`config.mk`:
```
export PLATFORM = sky130hd
export DESIGN_NAME = pong_game_ctrl
export DESIGN_NICKNAME = d
export VERILOG_FILES = /design/src/rtl/pong_game_ctrl_pkg.sv /design/src/rtl/btn_sync_edge.sv /design/src/rtl/pong_game_ctrl.sv
export SDC_FILE = /design/constraint.sdc
export NUM_CORES = 1
export LEC_CHECK = 0
export CAP_MARGIN = 10
export CORE_ASPECT_RATIO = 1.5
export CORE_MARGIN = 1
export CORE_UTILIZATION = 39
export CTS_CLUSTER_SIZE = 28
export DETAILED_ROUTE_END_ITERATION = 16
export MAX_ROUTING_LAYER = met4
export PLACE_DENSITY_LB_ADDON = 0.1
export SETUP_SLACK_MARGIN = 0.05
export SLEW_MARGIN = 0
export SYNTH_ARGS = -nofsm -noshare
export SYNTH_HDL_FRONTEND = slang
export SYNTH_SLANG_ARGS = --single-unit
export TNS_END_PERCENT = 1
```
`constraint.sdc`:
```
create_clock -name clk -period 2.35 [get_ports clk]
set_input_delay 0.235 -clock clk [delete_from_list [all_inputs] [get_ports clk]]
set_output_delay 0.235 -clock clk [all_outputs]
set_load 0.005 [all_outputs]
```
`src/rtl/pong_game_ctrl_pkg.sv`:
```
// rtl/pong_game_ctrl_pkg.sv - shared pong table geometry, game defaults and FSM encoding
package pong_game_ctrl_pkg;

    localparam int H_ACTIVE  = 640;
    localparam int V_ACTIVE  = 480;
    localparam int PADDLE_H  = 64;
    localparam int BALL_SIZE = 8;

    localparam int WIN_SCORE_DEF    = 7;
    localparam int SERVE_FRAMES_DEF = 60;
    localparam int POINT_FRAMES_DEF = 30;

    typedef enum logic [2:0] {
        ST_IDLE     = 3'd0,
        ST_SERVE    = 3'd1,
        ST_PLAY     = 3'd2,
        ST_POINT    = 3'd3,
        ST_GAMEOVER = 3'd4
    } game_state_e;

endpackage

```
`src/rtl/btn_sync_edge.sv`:
```
// rtl/btn_sync_edge.sv - two-flop button synchronizer with registered rising-edge pulse
module btn_sync_edge (
    input  logic clk,
    input  logic rst_n,
    input  logic btn,
    output logic pulse
);

    logic sync_q1;
    logic sync_q2;
    logic sync_q3;

    // pulse is registered so it lags the raw button by exactly three clocks
    always_ff @(posedge clk or negedge rst_n) begin
        if (!rst_n) begin
            sync_q1 <= 1'b0;
            sync_q2 <= 1'b0;
            sync_q3 <= 1'b0;
            pulse   <= 1'b0;
        end else begin
            sync_q1 <= btn;
            sync_q2 <= sync_q1;
            sync_q3 <= sync_q2;
            pulse   <= sync_q2 & ~sync_q3;
        end
    end

endmodule

```
`src/rtl/pong_game_ctrl.sv`:
```
// rtl/pong_game_ctrl.sv - pong match sequencer: serve, play, point, scoring and game over
module pong_game_ctrl
    import pong_game_ctrl_pkg::*;
#(
    parameter int SCORE_W      = 4,
    parameter int WIN_SCORE    = WIN_SCORE_DEF,
    parameter int SERVE_FRAMES = SERVE_FRAMES_DEF,
    parameter int POINT_FRAMES = POINT_FRAMES_DEF,
    parameter int CNT_W        = 8
) (
    input  logic               clk,
    input  logic               rst_n,
    input  logic               vblank,
    input  logic               start_btn,
    input  logic               miss_left,
    input  logic               miss_right,
    output logic               ball_run,
    output logic               ball_center,
    output logic               serve_dir,
    output logic [SCORE_W-1:0] score_left,
    output logic [SCORE_W-1:0] score_right,
    output logic               point_flash,
    output logic               game_over,
    output logic               winner
);

    localparam logic [SCORE_W-1:0] WIN_S     = SCORE_W'(WIN_SCORE);
    localparam logic [CNT_W-1:0]   SERVE_CNT = CNT_W'(SERVE_FRAMES);
    localparam logic [CNT_W-1:0]   POINT_CNT = CNT_W'(POINT_FRAMES);

    game_state_e        state_q;
    game_state_e        state_d;
    logic [CNT_W-1:0]   cnt_q;
    logic [CNT_W-1:0]   cnt_d;
    logic [SCORE_W-1:0] score_left_d;
    logic [SCORE_W-1:0] score_right_d;
    logic               serve_dir_d;
    logic               winner_d;
    logic               vblank_d;
    logic               frame_tick;
    logic               start_pulse;

    btn_sync_edge u_start_sync (
        .clk   (clk),
        .rst_n (rst_n),
        .btn   (start_btn),
        .pulse (start_pulse)
    );

    always_ff @(posedge clk or negedge rst_n) begin
        if (!rst_n) begin
            vblank_d <= 1'b0;
        end else begin
            vblank_d <= vblank;
        end
    end

    assign frame_tick = vblank & ~vblank_d;

    always_comb begin
        state_d       = state_q;
        cnt_d         = cnt_q;
        score_left_d  = score_left;
        score_right_d = score_right;
        serve_dir_d   = serve_dir;
        winner_d      = winner;
        case (state_q)
            ST_IDLE: begin
                if (start_pulse) begin
                    state_d = ST_SERVE;
                    cnt_d   = SERVE_CNT;
                end
            end
            ST_SERVE: begin
                if (frame_tick) begin
                    if (cnt_q == '0) begin
                        state_d = ST_PLAY;
                    end else begin
                        cnt_d = cnt_q - 1'b1;
                    end
                end
            end
            ST_PLAY: begin
                // simultaneous misses are a dead ball: replay without scoring
                if (miss_left || miss_right) begin
                    state_d = ST_POINT;
                    cnt_d   = POINT_CNT;
                    if (miss_left && !miss_right) begin
                        score_right_d = score_right + 1'b1;
                        serve_dir_d   = 1'b0;
                    end else if (miss_right && !miss_left) begin
                        score_left_d = score_left + 1'b1;
                        serve_dir_d  = 1'b1;
                    end
                end
            end
            ST_POINT: begin
                if (frame_tick) begin
                    if (cnt_q == '0) begin
                        if ((score_left == WIN_S) || (score_right == WIN_S)) begin
                            state_d  = ST_GAMEOVER;
                            winner_d = (score_right == WIN_S);
                        end else begin
                            state_d = ST_SERVE;
                            cnt_d   = SERVE_CNT;
                        end
                    end else begin
                        cnt_d = cnt_q - 1'b1;
                    end
                end
            end
            ST_GAMEOVER: begin
                if (start_pulse) begin
                    state_d       = ST_SERVE;
                    cnt_d         = SERVE_CNT;
                    score_left_d  = '0;
                    score_right_d = '0;
                    serve_dir_d   = 1'b1;
                end
            end
            default: begin
                state_d = ST_IDLE;
            end
        endcase
    end

    // outputs decode the next state so they switch on the same edge as the state register
    always_ff @(posedge clk or negedge rst_n) begin
        if (!rst_n) begin
            state_q     <= ST_IDLE;
            cnt_q       <= '0;
            score_left  <= '0;
            score_right <= '0;
            serve_dir   <= 1'b1;
            winner      <= 1'b0;
            ball_run    <= 1'b0;
            ball_center <= 1'b1;
            point_flash <= 1'b0;
            game_over   <= 1'b0;
        end else begin
            state_q     <= state_d;
            cnt_q       <= cnt_d;
            score_left  <= score_left_d;
            score_right <= score_right_d;
            serve_dir   <= serve_dir_d;
            winner      <= winner_d;
            ball_run    <= (state_d == ST_PLAY);
            ball_center <= (state_d == ST_IDLE) || (state_d == ST_SERVE) ||
                           (state_d == ST_GAMEOVER);
            point_flash <= (state_d == ST_POINT);
            game_over   <= (state_d == ST_GAMEOVER);
        end
    end

    score_bound_a: assert property (@(posedge clk) disable iff (!rst_n)
        (score_left <= WIN_S) && (score_right <= WIN_S));

endmodule

```
==> impl_metrics.tcl, run 1 <==
set metrics [dict create \
    drive_gt1_frac 0.186 \
    grt_max_degree 31 \
    synth_seq_cells 30 \
    holdCritPathClass "in2async" \
    drv_cap 0 \
    route.detailed.drc 0 \
    cts_sinks 30 \
    die-area_sq_um 4410 \
    synthArstFlopShare 1.00 \
    nets 194 \
    synth_ff_type "dfrtp_1" \
    place.gp.congestion 0.806 \
    cts_tree "yes" \
    setup.worst_path.class "reg2reg" \
    antennaDiodeCount 0 \
    rows 28 \
    fin_crit_sh 0.942 \
    viasPerCell 5.49 \
    cts_buffer_depth 2 \
    ys_seq_area_frac 0.466 \
    holdBufCountCts 0 \
    antenna_found_initial 0 \
    wl_per_cell_um 14.7 \
    avgSynthCellArea_sq_um 10.6 \
    htree_levels 2 \
    coreArea_sq_um 3960 \
    hold_violations 0 \
    synth_edf_count 0 \
    worst_pin_slew_ps 422 \
    grt_util_met2 0.310 \
    powerDensity_nw_per_um2 700 \
    gr-total-overflow 0 \
    min_period_ps 2210 \
    initial_core_util 0.409 \
    netlist_instances 152 \
    synth_cell_type_count 53 \
    max_freq_ghz 0.452 \
    ioPinCount 20 \
    outcome "finished clean" \
    r2r_slack_ps 140 \
    worstPathArrival_ps 2380 \
    syn_nets 164 \
    grt_pass1_wl_um 5630 \
    cts-buffers-inserted 5 \
    finalClockSkew_ps 7.30 \
    endpoint_kind "flip-flop" \
    place.detailed.hpwl_um 2480 \
    grt_use_total 0.185 \
    root_buffer "clkbuf_8" \
    startpoint_type "flip-flop" \
    crit_required_ps 2510 \
    path_clk_slew_ps 70 \
    ant_nets 0 \
    die_h_um 80.9 \
    leakagePower_nw 0.932 \
    final-setup-viol-count 0 \
    peakVddDrop_v 0.000386 \
    crit_fanout 6 \
    dr.pass1.iters 4 \
    grt.met3_usage 0.0524 \
    relSlewSlack 0.718 \
    die_w_um 54.6 \
    grt.busiest_layer "met2" \
    io_buffers 19 \
    insertion_delay_ps 280 \
    yosysWarningCount 0 \
    rsz0062_at_grt "false" \
    slew_viol_final 0 \
    routed_wl_um 3340 \
    grt_pass1_vias 1228 \
    netlist_area_sq_um 1620 \
    synthToLayoutAreaGrowth_pct 25.8 \
    vias 1251 \
    hold_ws_ps 340 \
    drtIter0Drc 30 \
    grt_use_met1 0.193 \
    fin_setup_tns_ps 0 \
]
-- cell families after synthesis --
group	synth area share
and+or+nand+nor	0.250
adders and majority gates	0.0464
buffers and inverters	0.0333
DFF	0.466
xor gates and xnor gates	0.0325
AOI/OAI and AO/OA	0.138
muxes	0.0340
-- worst paths after layout --
check                                           from                   end  cells past startpoint
worst max-delay path                  score_right[0]              cnt_q[6]                      6
worst min-delay path                           rst_n              cnt_q[0]                      2
worst max register to register        score_right[0]              cnt_q[6]                      6
worst min register to register  u_start_sync.sync_q1  u_start_sync.sync_q2                      0
max in group asynchronous                      rst_n             serve_dir                      2
min in group clk                u_start_sync.sync_q1  u_start_sync.sync_q2                      0
-- metrics by stage --
| stage | setup WS [ps] | area, sq um | utilization | std cells | total power [W] |
|---|---|---|---|---|---|
| after floorplan | 254 | 1620 | - | 152 | 0.000814 |
| after global placement | 143 | 1900 | 0.479 | 219 | 0.000892 |
| after detailed placement | 88.7 | 1900 | 0.479 | 219 | 0.000901 |
| after CTS | 77.4 | 2010 | 0.508 | 227 | 0.00143 |
| after global routing | 44.1 | 2040 | 0.514 | 228 | 0.00151 |
| final | 136 | 2040 | 0.514 | 228 | 0.00142 |
-- worst max-delay path: stages, from the launching register on --
cell	delay (ps)
dfrtp_1	420
ha_1	220
and3b_1	210
or3b_4	460
o41ai_4	410
nor4b_1	90
or2_2	280
-- report_power, final --
| part | switching, W | leakage [nW] | internal (W) |
|---|---|---|---|
| Sequential | 0.0000506 | 0.376 | 0.000571 |
| Combinational | 0.000155 | 0.506 | 0.000130 |
| Clock | 0.000203 | 0.0504 | 0.000315 |
-- area by class of cell --
| class | count | area (sq um) |
|---|---|---|
| Clock inverter | 3 | 45.0 |
| Sequential cell | 30 | 753 |
| Clock buffer | 5 | 68.8 |
| Inverter | 7 | 26.3 |
| Timing Repair Buffer | 28 | 258 |
| Fill cell | 361 | 1920 |
| Multi-Input combinational cell | 110 | 828 |
| Tap cell | 45 | 56.3 |
-- state kept, by name (all words and copies together), names as in the netlist --
| register | flops |
|---|---|
| ball_center | 1 |
| ball_run | 1 |
| cnt_q | 8 |
| game_over | 1 |
| point_flash | 1 |
| score_left | 4 |
| score_right | 4 |
| serve_dir | 1 |
| state_q | 3 |
| u_start_sync.pulse | 1 |
| u_start_sync.sync_q1 | 1 |
| u_start_sync.sync_q2 | 1 |
| u_start_sync.sync_q3 | 1 |
| vblank_d | 1 |
| winner | 1 |
-- synth_stat cells (all sizes together), types with 4 or more instances --
| master | number | share of area |
|---|---|---|
| a21oi | 4 | 0.012 |
| a31oi | 4 | 0.015 |
| dfrtp | 28 | 0.43 |
| ha | 6 | 0.046 |
| inv | 7 | 0.016 |
| mux2 | 4 | 0.028 |
| nand2 | 11 | 0.026 |
| nor2 | 13 | 0.030 |
| nor2b | 5 | 0.019 |
| nor4b | 4 | 0.026 |
| o21ai | 8 | 0.025 |
| xor2 | 6 | 0.032 |
-- placed cells by master (no fill, tap or decap), types with 3 or more instances in the layout --
cell type	netlist	routed
nor2_1	13	13
a31oi_1	4	3
o21ai_0	8	8
clkdlybuf4s50_1	0	19
mux2_2	3	3
a21oi_1	4	4
buf_4	0	9
nor2b_1	5	5
inv_1	7	7
clkbuf_8	0	5
nor4b_1	3	3
ha_1	6	6
nand2_1	11	11
dfrtp_1	28	28
xor2_1	6	6
-- what timing repair did --
item	in CTS	in global routing
gates resized for setup	0	3
setup buffers	0	1
endpoints found under the setup margin	0	2
-- routing by layer --
| layer | wire, um | share of wire |
|---|---|---|
| met5 | 0 | 0 |
| met1 | 1300 | 0.39 |
| met4 | 72 | 0.022 |
| met2 | 1860 | 0.56 |
| met3 | 105 | 0.031 |
(Power assumes the default switching activity.)
==> run 2: changes to the inputs <==
--- a/config.mk
+++ b/config.mk
@@ -6,6 +6,8 @@
 export NUM_CORES = 1
 export LEC_CHECK = 0
 export CAP_MARGIN = 10
+export CELL_PAD_IN_SITES_DETAIL_PLACEMENT = 1
+export CELL_PAD_IN_SITES_GLOBAL_PLACEMENT = 1
 export CORE_ASPECT_RATIO = 1.5
 export CORE_MARGIN = 1
 export CORE_UTILIZATION = 39
@@ -13,6 +15,7 @@
 export DETAILED_ROUTE_END_ITERATION = 16
 export MAX_ROUTING_LAYER = met4
 export PLACE_DENSITY_LB_ADDON = 0.1
+export REMOVE_ABC_BUFFERS = 1
 export SETUP_SLACK_MARGIN = 0.05
 export SLEW_MARGIN = 0
 export SYNTH_ARGS = -nofsm -noshare
==> run 2 against run 1 <==
  * Design area increased by 2.0%
  * Sequential share of layout area decreased by 0.68 points
  * Count of clock-buffer cells in the layout increased by 1
  * Critical path depth unchanged
  * Non-clock buffer count increased by 4
  * Largest power group unchanged
  * First-iteration DRC count decreased by 43%
  * Sequential power about the same
  * Largest cell class unchanged
  * Core utilization increased by 1.0 points
  * Combinational power increased by 6%
  * Global-route usage increased by 2.3 points
==> impl_metrics.tcl, run 2 (same netlist as run 1, synthesis figures left out) <==
set metrics [dict create \
    outcome "finished clean" \
    vias 1280 \
    leakagePower_nw 0.950 \
    max_freq_ghz 0.448 \
    wl_per_cell_um 17.3 \
    endpoint_kind "flip-flop" \
    io_buffers 19 \
    reg2reg_from "score_left[0]" \
    cts_buffer_depth 2 \
    grt_pass1_vias 1336 \
    drtIter0Drc 17 \
    dr.pass1.iters 4 \
    cts_tree "yes" \
    slew_viol_final 0 \
    place.gp.congestion 0.763 \
    cts-buffers-inserted 5 \
    post-place-cells 219 \
    peakVddDrop_v 0.000575 \
    nets 198 \
    r2r_slack_ps 120 \
    route.detailed.drc 0 \
    grt_max_degree 31 \
    mostFrequentLayoutCell "dfrtp_1" \
    cts_sinks 30 \
    insertion_delay_ps 290 \
    die-area_sq_um 4410 \
    startpoint_type "flip-flop" \
    r2r_cells 6 \
    rows 28 \
    r2r_end "cnt_q[6]" \
    final-setup-viol-count 0 \
    powerDensity_nw_per_um2 697 \
    crit_required_ps 2510 \
    ioPinCount 20 \
    setup.worst_path.class "reg2reg" \
    antennaDiodeCount 0 \
    root_buffer "clkbuf_8" \
    final-instance-count-excl-fill 232 \
    fillCellCount 424 \
    synthToLayoutAreaGrowth_pct 28.4 \
    holdBufCountCts 0 \
    rsz0062_at_grt "false" \
    dpl_worst_slack_ps -41.5 \
    final_cell_mix "dfrtp_1, clkdlybuf4s50_1, nor2_1, buf_4, nand2_1" \
    die_w_um 54.6 \
    worst_pin_slew_ps 443 \
    gr-total-overflow 0 \
    holdCritPathClass "in2async" \
    finalClockSkew_ps 11.1 \
    antenna_found_initial 0 \
    setup_slack_ps 117 \
    total_power_w 0.00145 \
    min_period_ps 2230 \
    ant_nets 0 \
    grt_pass1_wl_um 6250 \
    htree_levels 2 \
    coreArea_sq_um 3960 \
    crit_fanout 6 \
    path_clk_slew_ps 70 \
    routed_wl_um 4010 \
    die_h_um 80.9 \
    viasPerCell 5.52 \
    initial_core_util 0.409 \
    hold_ws_ps 351 \
    fin_crit_sh 0.950 \
    place.detailed.hpwl_um 2850 \
    regMostFlops "cnt_q" \
    top_regs "cnt_q: 8 flops, score_left: 4 flops, score_right: 4 flops" \
    drive_gt1_frac 0.214 \
    largest_register_ff_count 8 \
    hold_violations 0 \
    grt_use_total 0.208 \
    worstPathArrival_ps 2400 \
    drv_cap 0 \
    relSlewSlack 0.704 \
]
-- run 2: worst max path at each step --
stage | from | to | cells past startpoint
after floorplan | score_right[0] | cnt_q[6] | 6
after global placement | score_right[0] | cnt_q[6] | 6
after detailed placement | score_left[0] | cnt_q[6] | 6
after CTS | score_left[0] | cnt_q[6] | 6
after global routing | score_right[0] | cnt_q[6] | 6
final | score_left[0] | cnt_q[6] | 6
-- run 2: final cells by class --
cell class              count  area (sq um)  area share
repair buffers             32           288       0.139
well taps                  45          56.3      0.0271
inverters                   7          26.3      0.0127
flip-flops and latches     30           754       0.363
clock inverters             2          37.5      0.0181
multi-input cells         110           842       0.405
clock buffers               6          72.6      0.0349
-- run 2: report_power, final --
part           switching (W)  total [W]  internal, W
clock               0.000207   0.000523     0.000316
combinational       0.000169   0.000301     0.000132
sequential         0.0000521   0.000623     0.000571
-- run 2: worst max-delay path, stage by stage (launching register included) --
cell and delay [ps]:
dfrtp_2 440, ha_4 170, and3b_2 230, or3b_4 440, o41ai_4 460, nor4b_1 90
or2_2 280
-- run 2: metrics by stage --
step / instance area [sq um] / utilization / setup TNS (ps)
after floorplan: 1590 / - / 0
after global placement: 1900 / 0.479 / 0
after detailed placement: 1900 / 0.479 / -41.5
after CTS: 2010 / 0.509 / 0
after global routing: 2080 / 0.525 / 0
final: 2080 / 0.525 / 0
-- run 2: routing by layer --
| layer | global-route usage | routed length [um] | up-vias |
|---|---|---|---|
| met1 | 0.211 | 1580 | 645 |
| met3 | 0.0449 | 63 | 6 |
| met4 | 0.0974 | 67 | 0 |
| met2 | 0.363 | 2300 | 15 |
| met5 | - | 0 | - |
| li1 | - | - | 614 |
-- run 2: repair_timing --
item                                    in CTS  in global routing
endpoints found under the setup margin       1                  5
pin swaps                                    0                  3
resized for setup                            1                  6
setup buffers                                0                  5
==> run 3: changes to the inputs <==
--- a/config.mk
+++ b/config.mk
@@ -13,6 +13,8 @@
 export CORE_UTILIZATION = 39
 export CTS_CLUSTER_SIZE = 28
 export DETAILED_ROUTE_END_ITERATION = 16
+export GPL_TIMING_DRIVEN = 0
+export HOLD_SLACK_MARGIN = 0.03
 export MAX_ROUTING_LAYER = met4
 export PLACE_DENSITY_LB_ADDON = 0.1
 export REMOVE_ABC_BUFFERS = 1
==> run 3 against run 2 <==
  * First-iteration DRC count grew 5.9%
  * Sequential power increased by 2%
  * Routed wire length shrank 2.8%
  * Power is 2.1% lower
  * Critical path type unchanged
  * Critical endpoint unchanged
  * Largest cell class unchanged
  * Largest power group unchanged
==> impl_metrics.tcl, run 3 (same netlist as run 1, synthesis figures left out) <==
set metrics [dict create \
    reg2reg_from "score_right[0]" \
    power_frac_comb 0.190 \
    gr-total-overflow 0 \
    coreArea_sq_um 3960 \
    wl_per_cell_um 17.3 \
    p_int_w 0.00100 \
    die_h_um 80.9 \
    ant_nets 0 \
    worst_pin_slew_ps 685 \
    finalClockSkew_ps 7.84 \
    swShare 0.292 \
    insertion_delay_ps 280 \
    crit_required_ps 2510 \
    synthToLayoutAreaGrowth_pct 26.1 \
    final_cell_mix "dfrtp_1, clkdlybuf4s50_1, nor2_1, nand2_1, o21ai_0" \
    rows 28 \
    viasPerCell 5.64 \
    cts_sinks 30 \
    dpl_worst_slack_ps -430 \
    endpoint_kind "flip-flop" \
    dr.pass1.iters 4 \
    peakVddDrop_v 0.000382 \
    drive_gt1_frac 0.211 \
    nets 191 \
    regMostFlops "cnt_q" \
    place.detailed.hpwl_um 2700 \
    setup_slack_ps 88.1 \
    grt_use_total 0.211 \
    worstPathArrival_ps 2420 \
    hold_end "u_start_sync.sync_q2" \
    powerDensity_nw_per_um2 695 \
    crit_fanout 5 \
    largest_register_ff_count 8 \
    max_freq_ghz 0.442 \
    fin_crit_sh 0.963 \
    hold_violations 0 \
    path_clk_slew_ps 70 \
    cts-buffers-inserted 5 \
    p_switching_w 0.000414 \
    grt_max_degree 31 \
    final-instance-count-excl-fill 225 \
    startpoint "score_right[0]" \
    antennaDiodeCount 0 \
    die_w_um 54.6 \
    cts_tree "yes" \
    top_regs "cnt_q: 8 flops, score_left: 4 flops, score_right: 4 flops" \
    r2r_cells 6 \
    drv_cap 0 \
    pwr-share-clk 0.363 \
    holdCritPathClass "reg2reg" \
    hold_depth 0 \
    r2r_end "cnt_q[6]" \
    routed_wl_um 3900 \
    r2r_slack_ps 90 \
    relSlewSlack 0.544 \
    p_seq_frac 0.447 \
    htree_levels 2 \
    initial_core_util 0.409 \
    outcome "finished clean" \
    mostFrequentLayoutCell "dfrtp_1" \
    grt_pass1_wl_um 6470 \
    grt_pass1_vias 1334 \
    vias 1270 \
    post-route-util 0.515 \
    rsz0062_at_grt "true" \
    startpoint_type "flip-flop" \
    cts_buffer_depth 2 \
    io_buffers 19 \
    slew_viol_final 0 \
    leakagePower_nw 0.924 \
    route.detailed.drc 0 \
    hp-start "u_start_sync.sync_q1" \
    die-area_sq_um 4410 \
    ioPinCount 20 \
    drtIter0Drc 18 \
    post-place-cells 211 \
    setup.worst_path.class "reg2reg" \
    min_period_ps 2260 \
    root_buffer "clkbuf_8" \
    place.gp.congestion 0.752 \
    final-setup-viol-count 0 \
    antenna_found_initial 0 \
]
==> run 3: how the worst max path moves through the flow <==
stage                to  slack, ps  cells after the start
6_report       cnt_q[6]         90                      6
5_1_grt        cnt_q[4]         40                      6
4_1_cts        cnt_q[6]         30                      6
3_5_place_dp   cnt_q[5]       -430                      7
3_3_place_gp   cnt_q[5]       -350                      7
2_1_floorplan  cnt_q[6]        250                      6
==> run 3: per-layer routing <==
layer  track usage  up-vias  wire [um]
met3        0.0449        4         91
met1         0.230      646       1510
li1              -      601          -
met4        0.0769        0         37
met5             -        -          0
met2         0.363       19       2260
==> run 3: through the flow <==
step	hold slack (ps)	setup TNS (ps)	power, W	area, sq um
floorplan	-60.6	0	0.000810	1590
detailed placement	324	-1160	0.000897	1830
global route	378	0	0.00149	2040
CTS	366	0	0.00143	1980
finish	362	0	0.00142	2040
global placement	342	-748	0.000883	1840
==> run 3: cell type report <==
class,instances,area (sq um)
clock buffers,5,68.8
well taps,45,56.3
repair buffers,25,233
flip-flops and latches,30,756
fillers,435,1920
clock inverters,3,40.0
inverters,7,26.3
multi-input cells,110,860
==> run 3: power groups by stage <==
stage	sequential, W	combinational [W]	clock, W
final	0.000633	0.000269	0.000515
after global routing	0.000641	0.000301	0.000546
after CTS	0.000632	0.000269	0.000527
after detailed placement	0.000639	0.000258	0
after global placement	0.000636	0.000247	0
after floorplan	0.000621	0.000188	0
==> run 3: critical path, stage by stage, from the launching register on <==
cell and delay, ps:
dfrtp_1 420, ha_1 220, and3b_1 210, or3b_4 440
o41ai_4 460, nor4b_2 100, or2_2 290
==> run 3: timing repair <==
action / CTS / global route
setup endpoints to repair: 4 / 5
resized for setup: 4 / 7
hold buffers: 1 / 0
pin swaps: 0 / 4
setup buffers: 0 / 5
hold endpoints to repair: 28 / 0
